--- src/rtl/timer_pkg.sv ---
// rtl/timer_pkg.sv - shared encodings for the dev_timer countdown timer
package timer_pkg;

  typedef enum logic [1:0] {
    ST_IDLE = 2'd0,
    ST_LOAD = 2'd1,
    ST_CNT  = 2'd2,
    ST_INT  = 2'd3
  } state_t;

  localparam logic [1:0] OFF_CTRL   = 2'd0;
  localparam logic [1:0] OFF_PRESET = 2'd1;
  localparam logic [1:0] OFF_COUNT  = 2'd2;

  localparam int CTRL_EN      = 0;
  localparam int CTRL_MODE_LO = 1;
  localparam int CTRL_MODE_HI = 2;
  localparam int CTRL_IM      = 3;

  localparam logic [1:0] MODE_ONESHOT = 2'b00;
  localparam logic [1:0] MODE_RELOAD  = 2'b01;

endpackage

--- src/rtl/dev_timer.sv ---
// rtl/dev_timer.sv - memory-mapped countdown timer with maskable interrupt
module dev_timer
  import timer_pkg::*;
(
  input  logic        clk,
  input  logic        rst_n,
  input  logic [1:0]  DEV_Addr,
  input  logic [31:0] DEV_WD,
  input  logic        DEV_we,
  output logic [31:0] DEV_RD,
  output logic        DEV_IRQ
);

  state_t      state, state_nxt;
  logic [3:0]  ctrl;
  logic [31:0] preset;
  logic [31:0] count, count_nxt;
  logic        irq_pend, pend_nxt;
  logic        en_clr;
  logic        en;
  logic [1:0]  mode;
  logic        ctrl_wr, preset_wr;

  assign en        = ctrl[CTRL_EN];
  assign mode      = ctrl[CTRL_MODE_HI:CTRL_MODE_LO];
  assign ctrl_wr   = DEV_we && (DEV_Addr == OFF_CTRL);
  assign preset_wr = DEV_we && (DEV_Addr == OFF_PRESET);

  always_comb begin
    state_nxt = state;
    count_nxt = count;
    pend_nxt  = irq_pend;
    en_clr    = 1'b0;
    case (state)
      ST_IDLE: begin
        if (en) state_nxt = ST_LOAD;
      end
      ST_LOAD: begin
        if (!en) begin
          state_nxt = ST_IDLE;
        end else begin
          count_nxt = preset;
          state_nxt = ST_CNT;
        end
      end
      ST_CNT: begin
        if (!en) begin
          state_nxt = ST_IDLE;
        end else if (count > 32'd1) begin
          count_nxt = count - 32'd1;
        end else begin
          count_nxt = 32'd0;
          pend_nxt  = 1'b1;
          state_nxt = ST_INT;
        end
      end
      ST_INT: begin
        if (en && mode == MODE_RELOAD) begin
          pend_nxt  = 1'b0;
          state_nxt = ST_LOAD;
        end else begin
          en_clr    = 1'b1;
          state_nxt = ST_IDLE;
        end
      end
      default: state_nxt = ST_IDLE;
    endcase
  end

  // A software CTRL write overrides the FSM's own EN clear and pending update.
  always_ff @(posedge clk or negedge rst_n) begin
    if (!rst_n) begin
      state    <= ST_IDLE;
      ctrl     <= 4'd0;
      preset   <= 32'd0;
      count    <= 32'd0;
      irq_pend <= 1'b0;
    end else begin
      state <= state_nxt;
      count <= count_nxt;
      if (ctrl_wr) begin
        ctrl     <= DEV_WD[3:0];
        irq_pend <= 1'b0;
      end else begin
        if (en_clr) ctrl[CTRL_EN] <= 1'b0;
        irq_pend <= pend_nxt;
      end
      if (preset_wr) preset <= DEV_WD;
    end
  end

  always_comb begin
    DEV_RD = 32'd0;
    case (DEV_Addr)
      OFF_CTRL:   DEV_RD = {28'd0, ctrl};
      OFF_PRESET: DEV_RD = preset;
      OFF_COUNT:  DEV_RD = count;
      default:    DEV_RD = 32'd0;
    endcase
  end

  assign DEV_IRQ = ctrl[CTRL_IM] & irq_pend;

endmodule

--- config.mk ---
export PLATFORM = sky130hd
export DESIGN_NAME = dev_timer
export DESIGN_NICKNAME = d
export VERILOG_FILES = /design/src/rtl/timer_pkg.sv /design/src/rtl/dev_timer.sv
export SDC_FILE = /design/constraint.sdc
export NUM_CORES = 1
export LEC_CHECK = 0
export CAP_MARGIN = 20
export CORE_MARGIN = 2
export CORE_UTILIZATION = 35
export DETAILED_ROUTE_END_ITERATION = 10
export PLACE_DENSITY_LB_ADDON = 0.08
export REMOVE_ABC_BUFFERS = 1
export SLEW_MARGIN = 30
export SYNTH_ARGS = -nofsm -noshare
export SYNTH_HDL_FRONTEND = slang
export SYNTH_SLANG_ARGS = --single-unit
--- constraint.sdc ---
create_clock -name clk -period 4.9 [get_ports clk]
set_input_delay 0.735 -clock clk [delete_from_list [all_inputs] [get_ports clk]]
set_output_delay 0.735 -clock clk [all_outputs]
set_load 0.005 [all_outputs]
==> run summary <==
Placed Area -> 4990 µm²
count of final setup violators -> 0
synthesized area -> 4220 µm²
Max Clock Freq -> 0.262 GHz
Via-to-Cell Ratio -> 5.75
via count -> 3605
design area -> 5270 µm²
Min-Delay Path Class -> input pin to async pin
cells after synthesis -> 425
CP Data Arrival Time -> 3.08 ns
VDD IR-drop max -> 235 µV
Final Skew -> 0.00702 ns
Lkg Pwr -> 2.07 nW
Area growth syn-to-layout -> 25.0%
CP max-delay cell -> nor2b_2
Worst setup SP type -> input pin
total die area -> 12900 µm²
YS warnings -> 0
Max Buffers Root-to-Sink -> 2
WL per Instance -> 19.0 µm
Min Clock Period, post-route -> 3.82 ns
first drt pass iteration count -> 4
met3 Track Usage GR -> 4.09%
number of hold buffers added after cts -> 0
# nets final -> 515
PwrDens -> 502 nW/µm²
CP required -> 4.16 ns
I/O Buffers -> 69
reg2reg path depth -> 5
antenna-violating nets left -> 0
post-CTS sizing -> 0
n_diodes -> 0
Post-synth top flop -> dfrtp_1
Clock Pin Slew Worst Setup and Hold Paths -> 0.06 ns
Max stage delay on crit path -> 0.66 ns
share of cells above drive strength 1 -> 14.8%
Horiz. Die Dim -> 114 µm
total CTS buffers -> 9
vias in the first global route -> 3767
outcome -> complete, no violations
routing usage on met1 -> 26.4%
fin. max-slew vios -> 0
Sink Count -> 71
unrepaired setup endpoints after global routing -> no
Starting Density -> 35.5%
first-pass GRT wire length -> 19.9 mm
Critical Path Fanout Max -> 17
Worst-Skew Late Latency -> 0.33 ns
gr busiest metal -> met2
row count -> 40
GRT Util Overall -> 19.4%
Total Neg Setup Slack -> 0 ns
Tcrit/Tclk final -> 78.0%
cell taking the most area after synthesis -> dfrtp_1
core area -> 11900 µm²
Worst Max-Slew Pin Slew -> 0.792 ns
IO Count -> 70
CP Class -> input pin to output port
initial DRC count -> 195
CTS tree -> built
final hold vios -> 0
Post-CTS Setup Inserts -> 0
total gr overflow -> 0
number of synthesized flops with an enable pin -> 0
max_cap viols -> 0
most used cell, CP -> clkdlybuf4s50_1
initial antenna violation count -> 0
Syn Area/Cell -> 9.92 µm²
dpl hpwl -> 8.11 mm
Synth cell types -> 55
CTS root buf -> clkbuf_16
final wirelength -> 11.9 mm
reg-to-reg slack, setup -> 1.86 ns
met2 usage -> 31.3%
FFs w/ async S/R, synth -> 100%
FF-to-FF Start -> count[25]
top post-synthesis cells by area -> dfrtp_1, mux2_2, a22o_1
pin count of the biggest net entering global routing -> 44
sequential area share after synthesis -> 42.1%
Yosys top cell area share -> 42.1%
max_slew headroom -> 47.2%
H-tree level count -> 3
R2R Path End -> count[12]
Placer Congestion -> 0.798
CP cell instances -> clkdlybuf4s50_1 -> nor2b_2 -> buf_4 -> a22o_1 -> clkdlybuf4s50_1
CP endpoint kind -> output port
Post-route DRC -> 0
Die Span Y -> 114 µm
Seq cells post-synth -> 71
synth_stat cells (all sizes together), types with 6 or more instances:
cell / n
dfrtp: 71
nand3: 10
a31oi: 6
nand4: 6
a22oi: 7
a22o: 36
a21oi: 10
o31ai: 13
and2: 6
mux2: 35
inv: 11
nor4: 12
clkbuf: 26
buf: 11
o211ai: 7
or3: 9
nor2: 12
nand2: 42
o21ai: 14
nor3: 14
or4: 8
logic make-up (layout without fill, tap and decap cells):
logic type      count (synthesis)  after routing  share of synthesized area [%]
mux                            39             39                           10.3
flops                          71             71                           42.1
simple gates                  136            136                           18.5
buf+inv                        48            103                           4.90
fa+ha+maj                       2              2                          0.593
xor+xnor                        1              1                          0.208
compound gates                128            128                           23.4
metal layers:
layer | share of wire [%] | up-vias
met5 | 0 | -
li1 | - | 1742
met1 | 48 | 1772
met4 | 0.86 | 0
met2 | 47 | 84
met3 | 4.6 | 7
critical path: cells and delay by family:
family | cells | cell delay (ns)
buffers and inverters | 3 | 1.49
AND/OR/NAND/NOR | 1 | 0.66
AO/OA/AOI/OAI | 1 | 0.19
area by class of cell:
type / instances / area (µm²)
Clock buffer: 15 / 278
Fill cell: 1159 / 6590
Inverter: 11 / 41.3
Multi-Input combinational cell: 306 / 2240
Sequential cell: 71 / 1780
Tap cell: 147 / 184
Timing Repair Buffer: 77 / 748
registers in the layout, summed over array words and instances (netlist names):
register and count:
irq_pend 1, state 2, preset 32, ctrl 4
count 32
cells in the final DEF (no fill, tap or decap), drive strengths merged, types with 3 or more instances in the layout:
| cell type | instances |
|---|---|
| o221ai | 5 |
| or3 | 9 |
| nor4 | 12 |
| o22ai | 3 |
| nor2 | 12 |
| nand3 | 10 |
| clkbuf | 15 |
| clkdlybuf4s50 | 68 |
| o211ai | 7 |
| o21ai | 14 |
| inv | 11 |
| or4 | 8 |
| mux2 | 35 |
| a21oi | 10 |
| nand2 | 42 |
| dfrtp | 71 |
| buf | 9 |
| nand4 | 6 |
| a32oi | 3 |
| and3 | 4 |
| mux2i | 4 |
| o41ai | 3 |
| nor2b | 3 |
| nand2b | 3 |
| o31a | 3 |
| o31ai | 13 |
| a31oi | 6 |
| and2 | 6 |
| a22oi | 7 |
| nor3 | 14 |
| a22o | 36 |
| o311ai | 3 |
through the flow:
stage                     util, %  hold WS [ns]  total power, mW  std cells  setup slack [ns]
after floorplan                 -         0.439             1.64        388              1.43
after global placement       42.0         0.513             2.02        612              1.13
after detailed placement     42.1         0.516             2.04        612              1.07
after CTS                    44.4         0.423             2.67        627              1.06
after global routing         44.4         0.453             2.85        627             0.848
final                        44.4         0.399             2.65        627              1.08
worst max-delay path by stage:
| stage | start | to | slack (ns) | depth (start not counted) |
|---|---|---|---|---|
| floorplan | DEV_Addr[0] | preset[0] | 1.43 | 3 |
| global placement | DEV_Addr[0] | DEV_RD[1] | 1.13 | 6 |
| detailed placement | DEV_Addr[0] | DEV_RD[1] | 1.07 | 6 |
| CTS | DEV_Addr[0] | DEV_RD[1] | 1.06 | 6 |
| global route | DEV_Addr[0] | DEV_RD[1] | 0.85 | 6 |
| finish | DEV_Addr[0] | DEV_RD[28] | 1.08 | 5 |
where the power goes:
group	internal, mW	switching, mW
clock	0.382	0.237
sequential	0.779	0.287
combinational	0.473	0.488
(Power assumes the default switching activity.)
